==> config.mk <==
export PLATFORM = sky130hd
export DESIGN_NAME = vpu_fwd_stage
export DESIGN_NICKNAME = d
export VERILOG_FILES = /design/src/rtl/vpu_fwd_pkg.sv /design/src/rtl/vpu_lane_collect.sv /design/src/rtl/vpu_fwd_stage.sv
export SDC_FILE = /design/constraint.sdc
export NUM_CORES = 1
export LEC_CHECK = 0
export ABC_AREA = 0
export CORE_AREA = 3 3 624 626
export CTS_CLUSTER_DIAMETER = 80
export DETAILED_ROUTE_END_ITERATION = 12
export DIE_AREA = 0 0 627 629
export GPL_TIMING_DRIVEN = 0
export HOLD_SLACK_MARGIN = 0.1
export PLACE_DENSITY = 0.3
export SETUP_SLACK_MARGIN = 0.3
export SLEW_MARGIN = 20
export SYNTH_ARGS = -nofsm -noshare
export SYNTH_HDL_FRONTEND = slang
export SYNTH_SLANG_ARGS = --single-unit
==> constraint.sdc <==
create_clock -name clk -period 2.2 [get_ports clk]
set_input_delay 0.22 -clock clk [delete_from_list [all_inputs] [get_ports clk]]
set_output_delay 0.22 -clock clk [all_outputs]
set_load 0.1 [all_outputs]
==> src/rtl/vpu_fwd_pkg.sv <==
// Shared constants and types for the vector forwarding stage.
package vpu_fwd_pkg;

    localparam int LANES     = 8;
    localparam int EW        = 64;
    localparam int VREG_BITS = 5;
    localparam int VER_BITS  = 4;
    localparam int TAGW      = VREG_BITS + VER_BITS;

    typedef enum logic [1:0] {
        IDLE = 2'd0,
        FILL = 2'd1,
        DONE = 2'd2
    } fwd_state_t;

    typedef logic [TAGW-1:0] tag_t;

endpackage

==> src/rtl/vpu_lane_collect.sv <==
// One lane's result register and completion flag.
module vpu_lane_collect
    import vpu_fwd_pkg::*;
(
    input  logic          clk,
    input  logic          rst,
    input  logic          i_clear,
    input  logic          i_cap_en,
    input  logic [EW-1:0] i_data,
    output logic [EW-1:0] o_data,
    output logic          o_done
);

    logic [EW-1:0] r_data;
    logic          r_done;

    // Clear wins over capture so a fresh op always starts from zeroed lanes.
    always_ff @(posedge clk) begin
        if (rst || i_clear) begin
            r_data <= '0;
            r_done <= 1'b0;
        end else if (i_cap_en) begin
            r_data <= i_data;
            r_done <= 1'b1;
        end
    end

    assign o_data = r_data;
    assign o_done = r_done;

endmodule

==> src/rtl/vpu_fwd_stage.sv <==
// Result-holding forwarding stage: collects out-of-order lane results and forwards them.
// Optional macro VPU_FWD_PARTIAL_EN forwards each lane as soon as it completes.
module vpu_fwd_stage
    import vpu_fwd_pkg::*;
(
    input  logic                clk,
    input  logic                rst,
    input  logic                issue_valid,
    output logic                issue_ready,
    input  logic [TAGW-1:0]     issue_tag,
    input  logic [LANES-1:0]    issue_mask,
    input  logic [LANES-1:0]    res_valid,
    input  logic [LANES*EW-1:0] res_data,
    output logic [TAGW-1:0]     fwd_tag,
    output logic [LANES-1:0]    fwd_valid_mask,
    output logic [LANES*EW-1:0] fwd_data,
    output logic                out_valid,
    input  logic                out_ready,
    output logic [TAGW-1:0]     out_tag,
    output logic [LANES-1:0]    out_mask,
    output logic [LANES*EW-1:0] out_data,
    output logic                busy
);

    fwd_state_t          r_state;
    fwd_state_t          w_stateNext;
    tag_t                r_tag;
    tag_t                w_tagNext;
    logic [LANES-1:0]    r_mask;
    logic [LANES-1:0]    w_maskNext;
    logic [LANES-1:0]    r_fwdMask;
    logic [LANES-1:0]    w_fwdMaskNext;
    logic                r_outValid;
    logic                r_busy;
    logic                w_issueFire;
    logic                w_clearLanes;
    logic [LANES-1:0]    w_capEn;
    logic [LANES-1:0]    w_done;
    logic [LANES-1:0]    w_doneNext;
    logic [LANES*EW-1:0] w_laneData;

    assign issue_ready = !rst && ((r_state == IDLE) || ((r_state == DONE) && out_ready));
    assign w_issueFire = issue_ready && issue_valid;

    // Only FILL captures; the issue edge itself never leaves FILL, so it is excluded naturally.
    assign w_capEn    = (r_state == FILL) ? (res_valid & r_mask & ~w_done) : '0;
    assign w_doneNext = w_done | w_capEn;

    // Lanes are zeroed on a new issue and whenever the stage falls back to IDLE.
    assign w_clearLanes = w_issueFire || ((r_state == DONE) && out_ready);

    genvar l;
    generate
        for (l = 0; l < LANES; l++) begin : g_lane
            vpu_lane_collect u_lane (
                .clk      (clk),
                .rst      (rst),
                .i_clear  (w_clearLanes),
                .i_cap_en (w_capEn[l]),
                .i_data   (res_data[l*EW +: EW]),
                .o_data   (w_laneData[l*EW +: EW]),
                .o_done   (w_done[l])
            );
        end
    endgenerate

    always_comb begin
        w_stateNext = r_state;
        w_tagNext   = r_tag;
        w_maskNext  = r_mask;
        unique case (r_state)
            IDLE: begin
                if (w_issueFire) begin
                    w_stateNext = (issue_mask == '0) ? DONE : FILL;
                end
            end
            FILL: begin
                if (w_doneNext == r_mask) begin
                    w_stateNext = DONE;
                end
            end
            DONE: begin
                if (w_issueFire) begin
                    w_stateNext = (issue_mask == '0) ? DONE : FILL;
                end else if (out_ready) begin
                    w_stateNext = IDLE;
                end
            end
            default: w_stateNext = IDLE;
        endcase

        if (w_issueFire) begin
            w_tagNext  = issue_tag;
            w_maskNext = issue_mask;
        end else if (w_stateNext == IDLE) begin
            w_tagNext  = '0;
            w_maskNext = '0;
        end
    end

    // Forward-mask is computed from the next state so the output register tracks it exactly.
    always_comb begin
        w_fwdMaskNext = '0;
        if (w_stateNext == DONE) begin
            w_fwdMaskNext = w_maskNext;
        end else if (w_stateNext == FILL && !w_issueFire) begin
`ifdef VPU_FWD_PARTIAL_EN
            w_fwdMaskNext = w_doneNext & r_mask;
`else
            w_fwdMaskNext = '0;
`endif
        end
    end

    always_ff @(posedge clk) begin
        if (rst) begin
            r_state    <= IDLE;
            r_tag      <= '0;
            r_mask     <= '0;
            r_fwdMask  <= '0;
            r_outValid <= 1'b0;
            r_busy     <= 1'b0;
        end else begin
            r_state    <= w_stateNext;
            r_tag      <= w_tagNext;
            r_mask     <= w_maskNext;
            r_fwdMask  <= w_fwdMaskNext;
            r_outValid <= (w_stateNext == DONE);
            r_busy     <= (w_stateNext != IDLE);
        end
    end

    assign fwd_tag        = r_tag;
    assign fwd_valid_mask = r_fwdMask;
    assign fwd_data       = w_laneData;
    assign out_valid      = r_outValid;
    assign out_tag        = r_tag;
    assign out_mask       = r_mask;
    assign out_data       = w_laneData;
    assign busy           = r_busy;

endmodule

==> results.md, run 1 <==
- The height of the die is 629 um.
- The clock arrives with 0.0662 ns of skew.
- The sequential group share of total power is 34.6%.
- Summed over all layers, the routed wires come to 291000 um.
- The clock edge transition at the registers on the reported setup and hold paths is 0.06 ns.
- Together, buffers and inverters on the worst path number 1.
- The initialized floorplan defines 228 standard-cell rows.
- The run finished with clean final reports.
- The total of max-cap violations is 0.
- The count of non-filler cells in the finished layout is 10300.
- The sink count of the clock tree is 549.
- The area growth from synthesis to layout is 128%.
- The final-layout fill cell count is 44300.
- The critical path's top delay family is compound AO/OA/AOI/OAI gates.
- Counting I/O delays and the setup requirement, the final critical path takes 2.05 ns.
- The worst-margin pin slew is 0.982 ns.
- The largest total area in the synthesized netlist belongs to dfxtp_1.
- The post-route netlist has 39.9% of its cells at a drive strength greater than 1.
- The relative contribution of combinational cells to total power is 12.6%.
- In the final routed layout, each cell accounts on average for 28.2 um.
- The maximum clock rate is 489 MHz.
- The average size of a mapped cell is 7.82 um^2.
- The count of pins over their slew limit came to 0.
- Yosys attributes the largest share of cell area to dfxtp_1 48%, nand2_1 17%, buf_4 17%, a21oi_1 11%, clkbuf_1 1.8%.
- The standard cell with the maximum stage delay on the critical path is or4_4.
- The total power after layout is 0.0289 W.
- The element type at the critical path end is a flip-flop.
- The depth of the critical timing path with buffers and inverters included is 6.
- In this run, the number of DRC markers left after iteration 0 of detailed routing was 1718.
- Entering global routing, the biggest net connects 15 pins.
- The number of cells after detailed placement is 9583.
- The total overflow left after global routing is 0.
- After detailed routing, the number of remaining DRC violations is 0.
- The gate count after technology mapping is 2917.
- The net count after synthesis is 3458.
- The effective utilization at floorplan is 5.93%.
- Clock latency on the worst-skew pair, taken at its later pin, is 0.83 ns.
- The number of hold violations in the final report is 0.
- The synthesis-stage register bit count is 549.
- The internal portion of the total power is 0.0209 W.
- The area of the placeable core is 0.385 mm^2.
- The root buffer cell chosen for the clock tree is clkbuf_16.
- The top cell type by area accounts for 48.2% of the synthesized area.
- The first global-routing pass estimated 356000 um of wire.
- Across every metal layer, demand over resource in global routing totals 14.2%.
- The die is 627 um wide.
- In the synthesized netlist the async set-or-reset flop fraction comes to 0%.
- The maximum buffer depth of the clock tree is 4.
- The element type at the critical path start is a flip-flop.
- The first detailed-routing pass ran for 5 iterations.
- Dividing the detail-routed via count by the number of cells gives 2.85.
- The HPWL after detailed placement is 262000 um.
- The CTS buffer count is 95.
- The count of different cell masters after synthesis is 37.
- The mapped cell area is 0.0228 mm^2.
- The final weighted congestion in routability-driven placement is 0.889.
- The initial antenna violation count is 182.
- The switching share of power is 27.8%.
- Setup repair after global routing could not meet its margin everywhere.
- The count of boundary I/O pins is 1602.
- In this run the remaining antenna-violating nets after routing total 0.
- The area enclosed by the die boundary is 0.394 mm^2.
- The worst setup path category is flip-flop to flip-flop.
- The headroom to the max-slew limit is 34.5%.
- At the worst endpoint, the arrival time is 2.80 ns.
- Dividing total power by cell area gives a power density of 557 mW/mm^2.
- In the final design database the tool counted 5680 nets.
- TritonCTS built the clock tree.
- The final route contains 29500 vias.
- By instance count, the leading cell after synthesis is nand2_1.
- Summing the sequential cell areas from Yosys gives 48.2% of the chip area.
- The part of the cycle the worst path needs is 93.0%.
- The analysis attributes to cell leakage a power of 20.5 nW.
- The share of total power dissipated in the clock network is 52.7%.
- The number of global-route vias before repair is 29600.
- For this design the total switching power over the nets is 0.00804 W.
- The largest fanout on the critical path is 5.
- The number of enable flip-flop cells after synthesis is 0.
- The type of the most critical hold path is primary input to flip-flop.
- The predominant post-synthesis flop cell is dfxtp_1.
- The critical path goes through nor2b_4 > a221o_1 > a211o_1 > or4_4 > clkbuf_4 > a21oi_2.
- The number of endpoints failing setup at the final stage is 0.
- The tightest hold margin is 0.160 ns.
- The number of cells traversed by the worst register-to-register path is 6.
- The synthesis warning total is 0.
- The number of buffers added on ports is 1601.
- IR analysis of the VDD net gives a maximum drop of 0.492 mV.
- The CTS H-tree depth is 3.
- For the worst setup path, the data required time is 2.96 ns.
- The commonest cells after synthesis are 1046 x nand2_1, 549 x dfxtp_1, 521 x buf_4.
- The maximum single-stage delay on the critical path is 0.46 ns.
- The hold path depth is 3.
## routing by layer
layer  up-vias  share of wire [%]  track usage, %
li1      13400                  -               -
met1     14300                 40            16.6
met2      1329                 51            25.8
met3       372                6.8            3.59
met4        52                2.3            2.81
met5         -               0.11               0
## power groups by stage
stage                     clock, W  sequential [W]  combinational, W
final                       0.0153          0.0100           0.00366
after global routing        0.0163          0.0100           0.00386
after CTS                   0.0160          0.0100           0.00372
after detailed placement         0          0.0103           0.00258
after global placement           0          0.0103           0.00257
after floorplan                  0          0.0105          0.000625
## final cells by class
cell class,count,area (um^2),area share [%]
tap,5060,6330,12.2
inverter,6,22.5,0.0433
antenna,70,175,0.337
buffer,694,5160,9.94
multi-input combinational,1668,7380,14.2
timing repair buffer,2125,18600,35.7
sequential,549,11200,21.6
clock inverter,44,508,0.978
clock buffer,122,2600,5.00
## timing repair
action	in CTS	in global routing
cloned	0	2
setup endpoints to repair	1591	1527
gates resized for setup	4600	952
hold buffers	498	0
setup buffers	5	14
pin swaps	1	2
endpoints found under the hold margin	502	0
## path summary, 6_finish.rpt
path	from	endpoint	slack, ns
hold reg to reg	g_lane[1].u_lane.o_data[23]	g_lane[1].u_lane.o_data[23]	0.47
setup reg to reg	out_mask[6]	fwd_valid_mask[7]	0.15
setup / recovery	out_mask[6]	fwd_valid_mask[7]	0.15
hold / removal	res_data[401]	g_lane[6].u_lane.o_data[17]	0.16
## cells by family after synthesis
| family | Yosys count | synth area share, % |
|---|---|---|
| flops | 549 | 48.2 |
| compound gates | 553 | 12.5 |
| mux | 1 | 0.0439 |
| buf+inv | 700 | 20.4 |
| simple gates | 1114 | 18.9 |
## metrics by stage
step           util, %  cell area (um^2)  setup slack, ns  setup TNS [ns]
2_1_floorplan        -             22900            0.132               0
3_3_place_gp      11.8             45300            -3.13        -1078.87
3_5_place_dp      11.6             44800            -1.57         -542.44
4_1_cts           13.5             51900         -0.00341        -0.00656
5_1_grt           13.5             51900           0.0929               0
6_report          13.5             52000            0.154               0
## layout by cell type (no fill, tap or decap), drive strengths merged, types with 2 or more instances in the layout
cell type	count
diode	70
buf	1315
o21ai	11
dlygate4sd3	498
nand3	9
clkdlybuf4s18	26
a21oi	525
clkdlybuf4s15	96
clkdlybuf4s50	540
and2b	2
nor4	3
and3	7
a22oi	9
clkbuf	466
inv	16
clkinvlp	8
clkinv	19
bufinv	7
nor3	3
nor2	19
nor2b	10
dfxtp	549
nand2b	8
o21bai	2
nand2	1046
## worst reg2reg max path, delay by kind of cell, from the launching register on
kind                   cells  cell delay, ns
AO/OA/AOI/OAI              3            0.76
buffers and inverters      1            0.21
flip-flops                 1            0.37
AND/OR/NAND/NOR            2            0.63
## state kept, by name (all words and copies together) (netlist names)
signal,flops
g_lane.u_lane.o_data,512
fwd_tag,9
fwd_valid_mask,8
r_state,2
g_lane.u_lane.o_done,8
out_valid,1
out_mask,8
busy,1
Power figures use the tool's default switching activity.
==> run 2, diff against run 1 <==
--- a/config.mk
+++ b/config.mk
@@ -6,10 +6,10 @@
 export NUM_CORES = 1
 export LEC_CHECK = 0
 export ABC_AREA = 0
-export CORE_AREA = 3 3 624 626
-export CTS_CLUSTER_DIAMETER = 80
+export CORE_AREA = 4 4 625 627
+export CTS_CLUSTER_DIAMETER = 40
 export DETAILED_ROUTE_END_ITERATION = 12
-export DIE_AREA = 0 0 627 629
+export DIE_AREA = 0 0 629 631
 export GPL_TIMING_DRIVEN = 0
 export HOLD_SLACK_MARGIN = 0.1
 export PLACE_DENSITY = 0.3
==> run 2 against run 1 <==
First-iteration DRC count down 6.0%. Critical path type is now flip-flop to primary output. Largest power group unchanged. Register-to-register slack got worse by 0.02 ns. Global-route usage increased by 0.079 points. Non-clock buffer count rose by 64. Sequential share of layout area decreased by 1.9 points.
==> results.md, run 2 (synthesis gave the netlist of run 1 again) <==
- The run finished with clean final reports.
- The effective utilization at floorplan is 5.93% (unchanged).
- The total iterations of the first detailed-routing run is 5 (unchanged).
- Setup repair after global routing could not meet its margin everywhere.
- The final weighted congestion in routability-driven placement is 0.889 (about the same).
- The maximum clock rate came to 472 MHz (-3.4%).
- The sequential group share of total power is 26.1% (-8.5 points).
- The CTS H-tree depth came to 4 (+1).
- The total number of placement rows is 228 (unchanged).
- The count of routing violations after the opening detailed-route iteration was 1615 (-6.0%).
- The insertion delay to the later sink of the worst-skew pair was 0.84 ns (about the same).
- The power density over cell area was 679 mW/mm^2 (+22%).
- The detailed-route wire length per cell was 28.5 um (+1.1%).
- The fraction of final layout cells with drive strength greater than 1 is 42.9% (+3.0 points).
- The design area came to 0.0569 mm^2 (+9.4%).
- The height of the die is 631 um (+0.32%).
- The number of endpoints failing setup at the final stage is 0 (unchanged).
- The critical path goes through buf_2.
- The via density per instance came to 2.87 (+0.64%).
- The maximum buffer depth of the clock tree is 4 (unchanged).
- The required arrival time at the worst endpoint was 1.98 ns (-0.98 ns).
- The count of boundary I/O pins is 1602 (unchanged).
- The sink count of the clock tree was 549 (unchanged).
- The worst path buffer plus inverter count came to 1 (unchanged).
- The final net count was 5808 (+2.3%).
- Relative to the synthesized area, the layout overhead comes to 149%.
- The clock period minus final worst setup slack is 2.12 ns (+0.0713 ns).
- The clock edge transition at the registers on the reported setup and hold paths is 0.05 ns (about the same).
- The setup slack of the critical path after layout is 0.0822 ns (-0.0713 ns).
- The switching power summed over all nets is 0.00986 W (+23%).
- The cell internal power dissipation is 0.0288 W (+38%).
- The worst ir drop on vdd was 0.515 mV (+4.7%).
- The post-route DRC violation count is 0 (unchanged).
- The switching share of power is 25.5% (-2.2 points).
- The root cell of the clock tree is clkbuf_16.
- In this run the worst hold path is classified as primary input to flip-flop.
- The depth of the critical timing path with buffers and inverters included is 1 (-5).
- The worst-margin pin slew is 0.822 ns (-0.160 ns).
- The initial antenna violation count was 202 (+11%).
- The minimum setup slack after placement is -1.29 ns (+0.277 ns).
- The area enclosed by the die boundary is 0.397 mm^2 (+0.64%).
- The post-route antenna net violation count is 0 (unchanged).
- The largest fanout on the critical path came to 3 (-2).
- The total number of vias is 30200 (+2.4%).
- The instance area after placement is 0.0447 mm^2 (about the same).
- The hold path depth came to 3 (unchanged).
- The TritonCTS clock tree is done.
- The element type at the critical path end is a primary output.
- The residual overflow from global routing is 0 (unchanged).
- The final setup TNS was 0 ns (unchanged).
- In the layout the commonest cells are 1004 x nand2_1, 924 x buf_4, 540 x clkdlybuf4s50_1.
- The number of hold violations in the final report came to 0 (unchanged).
- The element type at the critical path start is a flip-flop.
- The arrival time reported for the critical path endpoint came to 1.90 ns (-0.90 ns).
- The area of the placeable core is 0.385 mm^2 (unchanged).
- The worst setup path is of the flip-flop to primary output kind.
- The standard cell with the maximum stage delay on the critical path is dfxtp_1.
- In this design, the largest share of critical-path delay is due to flip-flops.
- The count of pins over their slew limit is 0 (unchanged).
- The CTS buffer count is 159 (+67%).
- The number of global-route vias before repair is 31000 (+4.6%).
- The maximum single-stage delay on the critical path was 0.58 ns (+0.12 ns).
- The die extent in x is 629 um (+0.32%).
- The detailed placer's ending HPWL is 265000 um (+1.3%).
- The number of cells traversed by the worst register-to-register path is 6 (unchanged).
- The headroom to the max-slew limit is 44.8% (+10 points).
- The relative contribution of combinational cells to total power is 9.7% (-2.9 points).
- The number of buffers added on ports came to 1601 (unchanged).
- The largest net degree at the start of global routing is 18 (+3).
- Leaving out fill and tap cells, the most frequent cell in the layout is nand2_1.
- The final clock skew came to 0.0792 ns (+0.0130 ns).
- The total power after layout is 0.0386 W (+33%).
- The part of the cycle the worst path needs came to 96.3% (+3.2 points).
- The total of max-cap violations is 0 (unchanged).
- The global-route wire length before repair is 363000 um (+1.9%).
- The flip-flop count of the largest register, all copies and words added is 512 (unchanged).
- The share of power burned in the clock network is 64.2% (+12 points).
- The aggregate global-route resource usage was 14.3% (+0.079 points).
- The total wirelength of the detailed-routed design is 300000 um (+2.8%).
- The static leakage power was 22.4 nW (+9.0%).
==> run 2: changes by cell type in the layout (fill, tap and decap cells not counted), sizes merged, moves of 5 or more <==
cell / before / now
clkbuf: 466 / 288
clkdlybuf4s15: 96 / 253
buf: 1315 / 1459
clkinv: 19 / 47
dlygate4sd3: 498 / 520
bufinv: 7 / 25
clkdlybuf4s18: 26 / 19
diode: 70 / 65
inv: 16 / 11
==> run 2: final cells by class <==
| class | count | area, um^2 |
|---|---|---|
| Multi-Input combinational cell | 1668 | 7740 |
| Antenna cell | 65 | 163 |
| Clock inverter | 88 | 1320 |
| Sequential cell | 549 | 11200 |
| Fill cell | 43800 | 328000 |
| Tap cell | 5060 | 6330 |
| Clock buffer | 197 | 4340 |
| Timing Repair Buffer | 2189 | 20300 |
| Inverter | 6 | 22.5 |
| Buffer | 694 | 5490 |
==> run 2: timing repair <==
action | 4_1_cts | 5_1_grt
cloned | 1 | 13
resized for setup | 4804 | 625
setup buffers | 12 | 37
endpoints found under the hold margin | 525 | 0
setup endpoints to repair | 1591 | 1521
pin swaps | 2 | 37
hold buffers | 520 | 0
==> run 2: layer usage <==
metal / vias up / wire length (um) / track usage, %
li1: 13700 / - / -
met1: 14500 / 119000 / 16.7
met2: 1479 / 150000 / 25.7
met3: 444 / 22700 / 4.25
met4: 62 / 6610 / 2.55
met5: - / 419 / 0
==> run 2: worst paths after layout <==
path | to | from | slack, ns
worst max-delay path | fwd_data[357] | g_lane[5].u_lane.o_data[37] | 0.08
worst min-delay path | g_lane[2].u_lane.o_data[46] | res_data[174] | 0.18
worst max register to register | fwd_valid_mask[6] | out_mask[6] | 0.13
worst min register to register | g_lane[0].u_lane.o_data[63] | g_lane[0].u_lane.o_data[63] | 0.47
==> run 2: stage by stage <==
stage | cells | utilization (%) | hold slack (ns)
6_report | 10500 | 14.8 | 0.178
5_1_grt | 10500 | 14.7 | 0.100
4_1_cts | 10400 | 14.3 | 0.106
3_5_place_dp | 9583 | 11.6 | 0.461
3_3_place_gp | 9578 | 11.8 | 0.461
2_1_floorplan | 2917 | - | 0.335
==> run 2: power by group through the flow <==
stage                     combinational [W]  clock [W]  sequential (W)
after detailed placement            0.00257          0          0.0103
after CTS                           0.00378     0.0257          0.0101
final                               0.00375     0.0248          0.0101
after global placement              0.00256          0          0.0103
after floorplan                    0.000625          0          0.0105
after global routing                0.00396     0.0261          0.0101
==> run 3, diff against run 2 <==
--- a/config.mk
+++ b/config.mk
@@ -7,7 +7,8 @@
 export LEC_CHECK = 0
 export ABC_AREA = 0
 export CORE_AREA = 4 4 625 627
-export CTS_CLUSTER_DIAMETER = 40
+export CTS_CLUSTER_DIAMETER = 30
+export CTS_CLUSTER_SIZE = 40
 export DETAILED_ROUTE_END_ITERATION = 12
 export DIE_AREA = 0 0 629 631
 export GPL_TIMING_DRIVEN = 0
==> run 3 against run 2 <==
Clock-buffer cell count up 76. Highest routed layer unchanged. Die area unchanged. Critical path depth up 1. Critical path type unchanged. Maximum frequency about the same. Final area down 0.65%. Largest power group unchanged. Clock power up 17%. Sequential share of layout area up 0.20 points. Largest cell class unchanged.
==> results.md, run 3 (synthesis gave the netlist of run 1 again) <==
- The flow ran to the end, and the final reports show no timing, DRC or antenna violations.
- The required arrival time at the worst endpoint is 1.98 ns (about the same).
- The via density per instance was 2.88 (+0.16%).
- The global-route wire length before repair is 364000 um (+0.15%).
- The library cell used most frequently in the layout, excluding fill and tap cells, is nand2_1.
- The total area of multi-input combinational cells is 0.00733 mm^2 (-5.3%).
- The height of the die came to 631 um (unchanged).
- The total iterations of the first detailed-routing run is 7 (+2).
- The detailed-route wire length per cell is 28.2 um (-0.94%).
- The maximum single-stage delay on the critical path is 0.50 ns (-0.08 ns).
- The maximum clock rate came to 472 MHz (about the same).
- The sink count of the clock tree is 549 (unchanged).
- The number of hold violations in the final report is 0 (unchanged).
- The worst path buffer plus inverter count was 2 (+1).
- The critical path's top delay family is flip-flops.
- The insertion delay to the later sink of the worst-skew pair was 0.90 ns (+0.06 ns).
- The count of pins over their slew limit was 0 (unchanged).
- The number of cells after detailed placement was 9583 (unchanged).
- In the layout the commonest cells are 1041 x nand2_1, 943 x buf_4, 540 x clkdlybuf4s50_1.
- The count of non-filler cells in the finished layout is 10600 (+0.33%).
- The count of routing violations after the opening detailed-route iteration is 1458 (-9.7%).
- On the critical path, the stage with the largest delay is an instance of dfxtp_1.
- The final weighted congestion in routability-driven placement was 0.889 (unchanged).
- The total power after layout is 0.0426 W (+10%).
- The arrival time reported for the critical path endpoint was 1.90 ns (about the same).
- The register-to-register path setup slack is 0.16 ns (+0.03 ns).
- Among the stages of the critical path, the cell type that occurs most often is buf_4.
- The CTS buffer count is 198 (+25%).
- The critical path goes through buf_4 > buf_4.
- The total number of placement rows is 228 (unchanged).
- The total number of vias is 30300 (+0.49%).
- The largest net degree at the start of global routing is 20 (+2).
- The clock period minus final worst setup slack is 2.12 ns (+0.000355 ns).
- The detailed placer's ending HPWL came to 265000 um (unchanged).
- The total wirelength of the detailed-routed design is 298000 um (-0.61%).
- The effective utilization at floorplan is 5.93% (unchanged).
- The final setup TNS is 0 ns (unchanged).
- The residual overflow from global routing came to 0 (unchanged).
- The critical path is of the flip-flop to primary output type.
- The aggregate global-route resource usage is 14.3% (about the same).
- The largest fanout on the critical path is 3 (unchanged).
- The area used by sequential logic in the layout came to 0.0112 mm^2 (+0.35%).
- The root cell of the clock tree is clkbuf_16.
- The setup slack of the critical path after layout was 0.0818 ns (-0.000355 ns).
- The headroom to the max-slew limit is 46.5% (+1.7 points).
- The post-route DRC violation count is 0 (unchanged).
- The post-route antenna net violation count came to 0 (unchanged).
- The part of the cycle the worst path needs is 96.3% (about the same).
- The area of the placeable core is 0.385 mm^2 (unchanged).
- The count of boundary I/O pins was 1602 (unchanged).
- The initial antenna violation count was 201 (-0.50%).
- The design area came to 0.0565 mm^2 (-0.65%).
- The static leakage power is 22.6 nW (+0.80%).
- TritonCTS built the clock tree.
- The number of global-route vias before repair is 31400 (+1.5%).
- The worst ir drop on vdd is 0.523 mV (+1.6%).
- STA classifies the critical path startpoint as a flip-flop.
- The clock edge transition at the registers on the reported setup and hold paths is 0.04 ns (about the same).
- The area growth from synthesis to layout is 148%.
- The instance area after placement is 0.0447 mm^2 (unchanged).
- The fraction of final layout cells with drive strength greater than 1 is 42.0% (-0.88 points).
- The final-layout fill cell count was 43900 (+0.091%).
- The worst-margin pin slew was 0.802 ns (-0.0198 ns).
- The final clock skew is 0.0541 ns (-0.0252 ns).
- The number of endpoints failing setup at the final stage is 0 (unchanged).
- The minimum setup slack after placement is -1.29 ns (unchanged).
- The worst setup path is captured at a primary output.
- The CTS H-tree depth came to 4 (unchanged).
- The final net count came to 5811 (+0.052%).
- Setup repair after global routing could not meet its margin everywhere.
- The number of buffers added on ports is 1601 (unchanged).
- The worst hold path belongs to the class primary input to flip-flop.
- The flip-flop count of the largest register, all copies and words added is 512 (unchanged).
- The power density over cell area was 755 mW/mm^2 (+11%).
- The maximum buffer depth of the clock tree is 4 (unchanged).
- The die extent in x came to 629 um (unchanged).
- The area enclosed by the die boundary is 0.397 mm^2 (unchanged).
- The total of max-cap violations is 0 (unchanged).
-- run 3: cell count changes in the layout (fill, tap and decap cells not counted), moves of 16 or more --
cell	previous run	this run
clkdlybuf4s15_2	253	195
a21oi_1	475	513
a21oi_2	50	12
nand2_1	1004	1041
buf_2	344	377
nand2_4	29	0
clkbuf_16	174	200
clkbuf_8	23	47
dfxtp_1	427	404
clkbuf_2	33	54
clkinv_2	32	52
buf_4	924	943
dfxtp_2	103	122
buf_12	37	21
-- run 3: where the power goes --
| group | total (W) | internal (W) | switching, W |
|---|---|---|---|
| sequential | 0.0101 | 0.0100 | 0.0000591 |
| combinational | 0.00368 | 0.00179 | 0.00189 |
| clock | 0.0289 | 0.0202 | 0.00871 |
| total | 0.0426 | 0.0320 | 0.0107 |
-- run 3: routing by layer --
layer / track usage, % / share of wire, % / up-vias
met2: 25.7 / 50 / 1509
met3: 4.52 / 7.6 / 491
met1: 16.5 / 40 / 14600
met4: 2.64 / 2.4 / 62
li1: - / - / 13700
met5: 0 / 0.14 / -
-- run 3: cell type report --
class                      count  share of cell area (%)
antenna                       58                   0.257
buffer                       694                    9.08
clock buffer                 273                    10.0
clock inverter                90                    2.13
inverter                       6                  0.0399
multi-input combinational   1668                    13.0
sequential                   549                    19.9
tap                         5060                    11.2
timing repair buffer        2153                    34.4
-- run 3: what timing repair did --
item | 4_1_cts | 5_1_grt
gates cloned | 0 | 3
hold buffers | 525 | 0
pin swaps | 3 | 0
setup buffers | 3 | 16
resized for setup | 4966 | 414
endpoints found under the hold margin | 530 | 0
setup endpoints to repair | 1591 | 1536
-- run 3: worst paths after layout --
check	startpoint	end	cells past startpoint
min reg2reg	g_lane[7].u_lane.o_data[43]	g_lane[7].u_lane.o_data[43]	2
max reg2reg	out_mask[6]	fwd_valid_mask[1]	6
max	g_lane[7].u_lane.o_data[38]	out_data[486]	2
min	issue_mask[1]	out_mask[1]	3
-- run 3: stage by stage --
step	hold slack [ns]	utilization, %
2_1_floorplan	0.335	-
6_report	0.203	14.7
5_1_grt	0.157	14.7
3_5_place_dp	0.461	11.6
4_1_cts	0.104	14.5
3_3_place_gp	0.461	11.8
-- run 3: tightest hold or removal path: stages --
cell	delay [ns]
clkdlybuf4s50_1	0.55
a22oi_1	0.15
nor2_1	0.09
